**src/rtl/v2f_seq_divmod_pkg.sv**
```systemverilog
// Shared constants for the sequential divide/modulo unit: state encodings and signal width.
package v2f_seq_divmod_pkg;

    localparam int unsigned V2F_SIGNAL_WIDTH = 32;

    localparam logic [1:0] V2F_ST_IDLE = 2'd0;
    localparam logic [1:0] V2F_ST_CALC = 2'd1;
    localparam logic [1:0] V2F_ST_DONE = 2'd2;

    // Iteration counter width; never narrower than one bit.
    function automatic int unsigned cnt_width(input int unsigned w);
        return (w > 1) ? $clog2(w) : 1;
    endfunction

endpackage

```
**src/rtl/v2f_seq_divmod_cond_neg.sv**
```systemverilog
// Conditional two's-complement negation: y = neg ? -a : a (wraps at WIDTH bits).
module v2f_seq_divmod_cond_neg #(
    parameter int unsigned WIDTH = 32
) (
    input  logic [WIDTH-1:0] a,
    input  logic             neg,
    output logic [WIDTH-1:0] y
);

    assign y = neg ? (~a + WIDTH'(1)) : a;

endmodule

```
**src/rtl/v2f_seq_divmod.sv**
```systemverilog
// Multi-cycle restoring divider returning quotient and remainder with truncating,
// divide-by-zero-yields-zero, wrap-on-overflow semantics. Requires WIDTH >= 2.
module v2f_seq_divmod
    import v2f_seq_divmod_pkg::*;
#(
    parameter int unsigned WIDTH  = V2F_SIGNAL_WIDTH,
    parameter bit          SIGNED = 1'b1
) (
    input  logic             clk,
    input  logic             rst,
    input  logic             in_valid,
    output logic             in_ready,
    input  logic [WIDTH-1:0] A,
    input  logic [WIDTH-1:0] B,
    output logic             out_valid,
    input  logic             out_ready,
    output logic [WIDTH-1:0] Q,
    output logic [WIDTH-1:0] R,
    output logic             div_zero
);

    localparam int unsigned CNT_W = cnt_width(WIDTH);

    logic [1:0]       state;
    logic [1:0]       state_nxt;
    logic [WIDTH-1:0] dvd;
    logic [WIDTH-1:0] dsr;
    logic [WIDTH:0]   rem;
    logic [CNT_W-1:0] cnt;
    logic             s_a;
    logic             s_b;

    logic             a_neg_c;
    logic             b_neg_c;
    logic [WIDTH-1:0] a_mag_c;
    logic [WIDTH-1:0] b_mag_c;
    logic             accept_c;
    logic             dsr_zero_c;
    logic [WIDTH:0]   rem_sh_c;
    logic [WIDTH:0]   diff_c;
    logic             ge_c;
    logic [WIDTH:0]   rem_step_c;
    logic [WIDTH-1:0] quo_step_c;
    logic [WIDTH-1:0] q_fix_c;
    logic [WIDTH-1:0] r_fix_c;

    assign in_ready   = (state == V2F_ST_IDLE) && !rst;
    assign accept_c   = in_valid && in_ready;
    assign dsr_zero_c = (dsr == '0);

    // Operand magnitudes; the most negative value maps to 2^(WIDTH-1) unsigned.
    assign a_neg_c = SIGNED && A[WIDTH-1];
    assign b_neg_c = SIGNED && B[WIDTH-1];

    v2f_seq_divmod_cond_neg #(.WIDTH(WIDTH)) u_neg_a (.a(A), .neg(a_neg_c), .y(a_mag_c));
    v2f_seq_divmod_cond_neg #(.WIDTH(WIDTH)) u_neg_b (.a(B), .neg(b_neg_c), .y(b_mag_c));

    // One restoring step: the dividend register doubles as the quotient shift register.
    assign rem_sh_c   = {rem[WIDTH-1:0], dvd[WIDTH-1]};
    assign diff_c     = rem_sh_c - {1'b0, dsr};
    assign ge_c       = ~diff_c[WIDTH];
    assign rem_step_c = ge_c ? diff_c : rem_sh_c;
    assign quo_step_c = {dvd[WIDTH-2:0], ge_c};

    // Quotient sign follows sA^sB, remainder sign follows the dividend.
    v2f_seq_divmod_cond_neg #(.WIDTH(WIDTH)) u_neg_q (.a(quo_step_c), .neg(s_a ^ s_b), .y(q_fix_c));
    v2f_seq_divmod_cond_neg #(.WIDTH(WIDTH)) u_neg_r (.a(rem_step_c[WIDTH-1:0]), .neg(s_a), .y(r_fix_c));

    always_ff @(posedge clk) begin
        if (rst) begin
            state <= V2F_ST_IDLE;
        end else begin
            state <= state_nxt;
        end
    end

    always_comb begin
        state_nxt = state;
        case (state)
            V2F_ST_IDLE: if (accept_c) state_nxt = V2F_ST_CALC;
            V2F_ST_CALC: if (dsr_zero_c || (cnt == '0)) state_nxt = V2F_ST_DONE;
            V2F_ST_DONE: if (out_ready) state_nxt = V2F_ST_IDLE;
            default:     state_nxt = V2F_ST_IDLE;
        endcase
    end

    // Datapath and registered result outputs.
    always_ff @(posedge clk) begin
        if (rst) begin
            dvd       <= '0;
            dsr       <= '0;
            rem       <= '0;
            cnt       <= '0;
            s_a       <= 1'b0;
            s_b       <= 1'b0;
            Q         <= '0;
            R         <= '0;
            div_zero  <= 1'b0;
            out_valid <= 1'b0;
        end else begin
            if (accept_c) begin
                dvd <= a_mag_c;
                dsr <= b_mag_c;
                s_a <= a_neg_c;
                s_b <= b_neg_c;
                rem <= '0;
                cnt <= CNT_W'(WIDTH - 1);
            end
            if (state == V2F_ST_CALC) begin
                if (dsr_zero_c) begin
                    Q         <= '0;
                    R         <= '0;
                    div_zero  <= 1'b1;
                    out_valid <= 1'b1;
                end else begin
                    dvd <= quo_step_c;
                    rem <= rem_step_c;
                    cnt <= cnt - CNT_W'(1);
                    if (cnt == '0) begin
                        Q         <= q_fix_c;
                        R         <= r_fix_c;
                        div_zero  <= 1'b0;
                        out_valid <= 1'b1;
                    end
                end
            end
            if ((state == V2F_ST_DONE) && out_ready) begin
                out_valid <= 1'b0;
            end
        end
    end

endmodule

```
**config.mk**
```make
export PLATFORM = sky130hd
export DESIGN_NAME = v2f_seq_divmod
export DESIGN_NICKNAME = d
export VERILOG_FILES = /design/src/rtl/v2f_seq_divmod_pkg.sv /design/src/rtl/v2f_seq_divmod_cond_neg.sv /design/src/rtl/v2f_seq_divmod.sv
export SDC_FILE = /design/constraint.sdc
export NUM_CORES = 1
export LEC_CHECK = 0
export BUFFER_PORTS_ARGS = -buffer_cell sky130_fd_sc_hd__buf_4
export CAP_MARGIN = 10
export CORE_ASPECT_RATIO = 2
export CORE_MARGIN = 1
export CORE_UTILIZATION = 32
export DETAILED_ROUTE_END_ITERATION = 10
export SETUP_SLACK_MARGIN = 0.5
export SKIP_CTS_REPAIR_TIMING = 1
export SYNTH_ARGS = -nofsm -noshare
export SYNTH_HDL_FRONTEND = slang
export SYNTH_SLANG_ARGS = --single-unit
```
**constraint.sdc**
```tcl
create_clock -name clk -period 7.7 [get_ports clk]
set_clock_uncertainty 0.2 [all_clocks]
set_input_delay 1.54 -clock clk [delete_from_list [all_inputs] [get_ports clk]]
set_output_delay 1.54 -clock clk [all_outputs]
set_load 0.005 [all_outputs]
```
Yosys cells after proc, flatten, opt, wreduce, memory -nomap -nowiden
Index checks and enable logic that the tools add are counted.

Add/subtract/negate cells: 6. Eq/ne operators: 5. Multiplexer cells: 26. Bitwise gates (word level): 6. Reduce and logical (&&, ||, !) cells: 12.

Operator list (number): two-way mux 32 bit (11); two-way mux 33 bit (4); adder 32 x 1 -> 32 bit, second input constant (4); inverter 32 bit (4); subtractor 33 x 32 -> 33 bit (1); zero test 32 bit (1); two-way mux 5 bit (3); two-way mux 2 bit (3); != test 2 bit, second input constant (3); one-hot mux 2 bit (3 select lines) (1); zero test 5 bit (1); subtractor 5 x 1 -> 5 bit, second input constant (1); two-way mux 1 bit (4); logical AND 1 bit (3); AND reduction 3 bit (1); equality test 2 x 1 -> 1 bit, second input constant (1); equality test 2 bit, second input constant (1); zero test 2 bit (1); AND reduction 2 bit (1); nonzero test 2 bit (1); OR reduction 2 bit (1); zero test 1 bit (1); logical OR 1 bit (1); inverter 1 bit (1); XOR 1 bit (1).

Register bits after elaboration: 172. Bits of input ports: 68. Word-level logic and storage cells: 66.

Logic depth before layout (Yosys ltp)
Gate-level depths: netlist (run 1).

Depth after elaboration: 7. Mapped depth: 26.

Cells and area by module
From an unflattened synthesis (run 1), not the netlist that was laid out.

Cell total of the unflattened synthesis: 1365. Area total of the unflattened synthesis: 11633.7 um^2.

Modules (own cells, without submodules): v2f_seq_divmod (times used 1, cells an instance 969, area each 8525.7 um^2, sequential area each 3423.3 um^2); v2f_seq_divmod_cond_neg (times used 4, cells an instance 99, area each 777.0 um^2, sequential area each 0.0 um^2).

Worst setup path before layout (run 1)
OpenSTA, ideal clock, no wires.

Kind: register -> register. Start: register dvd[31]. End: register R[30]. Data arrival time: 4.450 ns. Data required time: 7.383 ns. Setup slack: 2.934 ns. Cell stages (with the launch flop): 26. Path buffers: 3. Clock period less this slack: 4.766 ns. Path through: dfxtp_1 inv_1 ha_1 fa_1 nand2b_1 a211oi_2 o211ai_1 a211o_1 o211a_1 buf_6 inv_2 buf_1 buf_1 o21ai_0 inv_1 ha_1 nand2_1 nor2_1 nand2_1 nor3_1 a21oi_1 nor2_1 nand4_2 o21ai_1 xnor2_1 a22o_1.

Cells in the longest elaborated chain, start to end: 7.

Ends and longest elaborated chain: start: declaration (RTL line v2f_seq_divmod.sv:26) `logic [WIDTH-1:0] dvd;`; start signal: assignment (RTL line v2f_seq_divmod.sv:102) `dvd <= a_mag_c;`; start signal: assignment (RTL line v2f_seq_divmod.sv:116) `dvd <= quo_step_c;`; subtractor 33 x 32 -> 33 bit (RTL line v2f_seq_divmod.sv:60) `assign diff_c = rem_sh_c - {1'b0, dsr};`; two-way mux 33 bit * (RTL line v2f_seq_divmod.sv:62) `assign rem_step_c = ge_c ? diff_c : rem_sh_c;`; inverter 32 bit (RTL line v2f_seq_divmod_cond_neg.sv:10) `assign y = neg ? (~a + WIDTH'(1)) : a;`; adder 32 x 1 -> 32 bit (RTL line v2f_seq_divmod_cond_neg.sv:10); two-way mux 32 bit * (RTL line v2f_seq_divmod_cond_neg.sv:10); two-way mux 32 bit * (RTL line v2f_seq_divmod.sv:119) `if (cnt == '0) begin`; two-way mux 32 bit * (RTL line v2f_seq_divmod.sv:110) `if (dsr_zero_c) begin`; end signal: assignment (RTL line v2f_seq_divmod.sv:121) `R <= r_fix_c;`; end: declaration (RTL line v2f_seq_divmod.sv:18) `output logic [WIDTH-1:0] R,`.

Mark *: on every way between the ends. The rest lies on a longest branch, timed or not. The select of a mux whose other input is x is not followed. A chain may end at the register's enable or synchronous reset.

Worst setup path in the final report (run 1)
Start: register dvd[31]. End: register Q[25].

Cells in the longest elaborated chain, start to end: 7.

Ends and longest elaborated chain: subtractor 33 x 32 -> 33 bit (RTL line v2f_seq_divmod.sv:60); inverter 1 bit (RTL line v2f_seq_divmod.sv:61) `assign ge_c = ~diff_c[WIDTH];`; inverter 32 bit (RTL line v2f_seq_divmod_cond_neg.sv:10); adder 32 x 1 -> 32 bit (RTL line v2f_seq_divmod_cond_neg.sv:10); two-way mux 32 bit (RTL line v2f_seq_divmod_cond_neg.sv:10); two-way mux 32 bit (RTL line v2f_seq_divmod.sv:119); two-way mux 32 bit (RTL line v2f_seq_divmod.sv:110); end signal: assignment (RTL line v2f_seq_divmod.sv:120) `Q <= q_fix_c;`; end: declaration (RTL line v2f_seq_divmod.sv:17) `output logic [WIDTH-1:0] Q,`.

No other way between the ends. The select of a mux whose other input is x is not followed.

==> impl_metrics.tcl, run 1 <==
set metrics [dict create \
    status "completed" \
    swShare 0.526 \
    min_period_over_period 0.651 \
    ys_ff_latch 171 \
    numCtsBuffers 17 \
    wl_um 39700 \
    synth_ff_type "dfxtp_1" \
    fin_ws_ns 2.69 \
    cts_num_sinks 171 \
    cp_cell_sequence "inv_1 > ha_1 > fa_1 > nand2b_1 > a211oi_2 > o211ai_1 > a211o_1 > o211a_2 > buf_4 > nor3_1 > and3_1 > a21oi_1 > or3_1 > a32o_1" \
    detail_route.wl_per_cell_um 19.6 \
    grt_pass1_vias 11237 \
    post-place-ws_ns 2.77 \
    clkPwrFrac 0.142 \
    path_delay_family "simple AND/OR/NAND/NOR gates" \
    setup_tns_ns 0 \
    drv_cap 0 \
    cpPeakStageDelay_ns 0.67 \
    drc 0 \
    ir_drop_v 0.000483 \
    cp_slowest_cell "nor3_1" \
    num_rows 97 \
    p_int_mw 3.13 \
    grt_use_total 0.225 \
    comb_power_share 0.677 \
    num-nets-final 1674 \
    io_pins 135 \
    overflow 0 \
    clockRootBuffer "clkbuf_16" \
    core_area_mm2 0.0350 \
    critPathLaunchType "flop" \
    die_w_um 135 \
    synthCells 1495 \
    insertion_delay_ns 0.45 \
    die_h_um 268 \
    grt_pass1_wl_um 61700 \
    cts_htree_levels 4 \
    hold_viol_final 0 \
    async_flop_share 0 \
    drtIter0Drc 668 \
    tightest_slew_ns 1.25 \
    synth-edff-count 0 \
    p_leak_nw 5.22 \
    final_common_cell "nor2_1" \
    power.density_mw_per_mm2 498 \
    syn_area_mm2 0.0113 \
    slew_headroom 0.163 \
    drv_slew 0 \
    worst-endpoint-required_ns 7.84 \
    clockBufferDepth 2 \
    synth_seq_area_share 0.303 \
    power_frac_seq 0.180 \
    drt-pass1-iter-count 5 \
    crit_fanout 63 \
    ant_nets 0 \
    endpoint_kind "flop" \
    cp.arrival_ns 5.16 \
    fillers 3761 \
    synthToLayoutAreaGrowth_pct 17.1 \
    grt_setup_unrepaired "false" \
    syn_area_per_cell_um2 7.57 \
    dieArea_mm2 0.0362 \
    start_util 0.324 \
    routabilityCongestion 0.897 \
    path_depth 14 \
    grt_antenna_before_repair 0 \
    power_switching_mw 3.47 \
    port_buffers 134 \
    setup-violations-final 0 \
    cp_num_buf_inv 2 \
    diodes 0 \
    criticalPathCategory "flop to flop" \
    fmax_mhz 199 \
    ys_types 71 \
    viasPerCell 5.55 \
    period_needed_ns 5.01 \
    holdPathStages 2 \
    syn_nets 1602 \
    r2r_slack_ns 2.69 \
    vias 11243 \
    mostFrequentLayoutCells "200 x nor2_1, 171 x dfxtp_1, 145 x buf_4" \
    cts_tree "built" \
    drive_gt1_frac 0.132 \
    hold_class "flop to flop" \
    hpwl_um 30400 \
    grt_max_degree 91 \
    clk_pin_slew_ns 0.07 \
    post-route-util 0.379 \
    reg2reg_depth 14 \
    yosys_warnings 0 \
]
==> final timing paths <==
path	from	end
setup / recovery	dvd[31]	Q[25]
hold / removal	R[3]	R[3]
setup reg to reg	dvd[31]	Q[25]
hold reg to reg	R[3]	R[3]
==> cell type report <==
| cell class | count | area, um2 | area share |
|---|---|---|---|
| clock buffers | 19 | 453 | 0.0342 |
| clock inverters | 13 | 178 | 0.0134 |
| inverters | 57 | 214 | 0.0161 |
| multi-input cells | 1175 | 7340 | 0.554 |
| flip-flops and latches | 171 | 3420 | 0.258 |
| well taps | 445 | 557 | 0.0420 |
| repair buffers | 145 | 1090 | 0.0821 |
==> registers in the layout, indices dropped and copies added, names as in the netlist <==
signal     count
Q             32
s_a            1
state          2
cnt            5
dsr           32
s_b            1
rem           32
dvd           32
div_zero       1
R             32
out_valid      1
==> metal layers <==
layer  track usage  routed length, um
met4         0.136               2340
met3        0.0298               1080
met5             0                  0
met2         0.449              22500
met1         0.211              13800
==> cell usage after synthesis (all sizes together) (28+ instances only) <==
cell      n  area, um2
inv      57        214
xnor2    47        412
o21ai   110        554
a211oi   34        260
a21oi   110        566
clkbuf   81        305
ha       38        475
nand2   113        424
a31oi    39        244
or3      53        332
nand3    28        145
nor3     42        210
xor2     94        823
dfxtp   171       3420
nor2    202        758
a22oi    30        225
==> worst register-to-register path, cell delays in order (launching register included) <==
cell and delay [ns]:
dfxtp_1 0.46, inv_1 0.08, ha_1 0.22, fa_1 0.40, nand2b_1 0.19, a211oi_2 0.35
o211ai_1 0.24, a211o_1 0.33, o211a_2 0.13, buf_4 0.35, nor3_1 0.69, and3_1 0.43
a21oi_1 0.21, or3_1 0.38, a32o_1 0.24
==> through the flow <==
step                power (mW)  hold WS, ns  std cells  cell area, um2
floorplan                 4.42        0.248       1495           11300
global placement          5.58        0.248       1993           12600
detailed placement        5.60        0.252       1993           12600
CTS                       6.57        0.262       2025           13300
global route              7.08        0.280       2025           13300
finish                    6.60        0.256       2025           13300
==> power by group through the flow <==
stage                     registers, mW  logic, mW  clock network (mW)
final                              1.19       4.47               0.939
after global routing               1.21       4.88               0.993
after CTS                          1.19       4.43               0.952
after detailed placement           1.21       4.39                   0
after global placement             1.21       4.37                   0
after floorplan                    1.14       3.29                   0
==> cells by family after synthesis <==
kind of cell / after synthesis / share of synthesized area
AO/OA/AOI/OAI: 453 / 0.261
XOR/XNOR: 141 / 0.109
adder cells (fa/ha/maj): 39 / 0.0438
buffers and inverters: 149 / 0.0505
flip-flops: 171 / 0.303
multiplexers: 18 / 0.0159
AND/OR/NAND/NOR: 524 / 0.217
Power figures use the tool's default switching activity.
==> run 2, diff against run 1 <==
==> constraint.sdc (replaced) <==
create_clock -name clk -period 5.15 [get_ports clk]
set_clock_uncertainty 0.2 [all_clocks]
set_input_delay 1.03 -clock clk [delete_from_list [all_inputs] [get_ports clk]]
set_output_delay 1.03 -clock clk [all_outputs]
set_load 0.005 [all_outputs]
==> run 2 against run 1 <==
- global-route usage decreased by 0.36 points
- core utilization increased by 0.52 points
- maximum frequency increased by 13%
- sequential power increased by 49%
- power increased by 55%
- critical path type unchanged
- via count increased by 0.82%
- wire length decreased by 1.0%
- clock power increased by 40%
- die area unchanged
- clock-buffer cell count decreased by 1
- sequential share of layout area decreased by 0.35 points
- sequential cell count unchanged
==> impl_metrics.tcl, run 2 (same netlist as run 1, synthesis figures left out) <==
set metrics [dict create \
    status "completed" \
    grt_antenna_before_repair 0 \
    hold_class "flop to flop" \
    drive_gt1_frac 0.150 \
    viasPerCell 5.56 \
    cts_tree "built" \
    slew_headroom 0.266 \
    grt_setup_unrepaired "true" \
    port_buffers 134 \
    min_period_over_period 0.860 \
    core_area_mm2 0.0350 \
    crit_fanout 6 \
    hpwl_um 30600 \
    insertion_delay_ns 0.45 \
    drv_cap 0 \
    power.density_mw_per_mm2 759 \
    dieArea_mm2 0.0362 \
    cp_num_buf_inv 2 \
    die_h_um 268 \
    endpoint "R[25]" \
    critPathLaunchType "flop" \
    grt_pass1_wl_um 61400 \
    fmax_mhz 226 \
    startpoint "dvd[31]" \
    cpPeakStageDelay_ns 0.41 \
    worst-endpoint-required_ns 5.30 \
    r2r-start "dvd[31]" \
    finalPower_mw 10.2 \
    worst_r2r_endpoint "R[25]" \
    routabilityCongestion 0.934 \
    mostFrequentLayoutCells "199 x nor2_1, 171 x dfxtp_1, 156 x buf_4" \
    clk_pin_slew_ns 0.07 \
    setup_tns_ns 0 \
    ff_latch_area_mm2 0.00342 \
    num_rows 97 \
    criticalPathCategory "flop to flop" \
    fillers 3752 \
    grt_use_total 0.221 \
    multi_input_area_mm2 0.00744 \
    numCtsBuffers 17 \
    clockBufferDepth 2 \
    tightest_slew_ns 1.10 \
    post-route-util 0.384 \
    detail_route.wl_per_cell_um 19.3 \
    ir_drop_v 0.000538 \
    grt_pass1_vias 11054 \
    diodes 0 \
    die_w_um 135 \
    hold_viol_final 0 \
    design_area_mm2 0.0134 \
    vias 11335 \
    final_common_cell "nor2_1" \
    r2r_slack_ns 0.72 \
    drc 0 \
    layout.cells.non_filler 2039 \
    grt_max_degree 76 \
    cp.arrival_ns 4.58 \
    placed_area_mm2 0.0127 \
    p_leak_nw 5.28 \
    drt-pass1-iter-count 5 \
    num-nets-final 1688 \
    place_inst 2004 \
    synthToLayoutAreaGrowth_pct 18.7 \
    cts_htree_levels 4 \
    ant_nets 0 \
    drv_slew 0 \
    period_needed_ns 4.43 \
    endpoint_kind "flop" \
    wl_um 39300 \
    start_util 0.324 \
    cts_num_sinks 171 \
    io_pins 135 \
    cp_cell_sequence "inv_1 > ha_1 > fa_1 > nand2b_4 > a211oi_4 > buf_4 > o2111ai_1 > a21boi_1 > o211ai_1 > or2_2 > nor3b_1 > a31o_2 > o21ai_0 > o21ai_0 > xor2_1 > a22o_1" \
    clockRootBuffer "clkbuf_16" \
    overflow 0 \
    drtIter0Drc 627 \
    path_depth 16 \
    setup-violations-final 0 \
    cp_common_cell "o21ai_0" \
    cp_slowest_cell "fa_1" \
    path_delay_family "compound AO/OA/AOI/OAI gates" \
    reg2reg_depth 16 \
]
==> run 2: changes by cell type in the layout (fill, tap and decap cells not counted), moves of 3 or more <==
| cell | previous run | this run |
|---|---|---|
| a21oi_1 | 108 | 105 |
| a21oi_2 | 1 | 4 |
| buf_4 | 145 | 156 |
| inv_8 | 2 | 5 |
| o21ai_0 | 104 | 100 |
| o21ai_2 | 1 | 5 |
==> run 2: how the worst min path moves through the flow <==
stage / startpoint / endpoint / slack, ns / cells past startpoint
finish: R[3] / R[3] / 0.27 / 2
global route: Q[17] / Q[17] / 0.31 / 1
CTS: R[3] / R[3] / 0.28 / 2
detailed placement: R[3] / R[3] / 0.27 / 2
global placement: R[3] / R[3] / 0.25 / 2
floorplan: R[3] / R[3] / 0.25 / 2
==> run 2: area by class of cell <==
class | count | area share
clock inverters | 14 | 0.0116
flip-flops and latches | 171 | 0.255
multi-input cells | 1175 | 0.554
repair buffers | 159 | 0.0900
inverters | 57 | 0.0161
well taps | 445 | 0.0414
clock buffers | 18 | 0.0319
==> run 2: tightest hold or removal path, stage by stage (launching register included) <==
cell,delay (ns)
dfxtp_1,0.32
nand2_1,0.05
a21oi_1,0.05
==> run 2: power breakdown <==
group | total (mW) | internal [mW] | switching [mW]
Sequential | 1.77 | 1.53 | 0.241
Combinational | 7.12 | 2.56 | 4.56
Clock | 1.31 | 0.688 | 0.622
==> run 2: per-layer routing <==
layer / wire length, um / GRT usage / vias up / part of all wire
met3: 1050 / 0.0275 / 84 / 0.027
met4: 2310 / 0.141 / 0 / 0.059
met2: 22300 / 0.440 / 235 / 0.57
met1: 13600 / 0.208 / 5440 / 0.35
met5: 0 / 0 / - / 0
li1: - / - / 5576 / -
==> run 2: stage by stage <==
step,hold slack [ns],setup WS [ns]
after floorplan,0.248,0.606
after global placement,0.254,0.439
after CTS,0.279,0.356
final,0.273,0.722
after detailed placement,0.268,0.389
after global routing,0.307,0.428
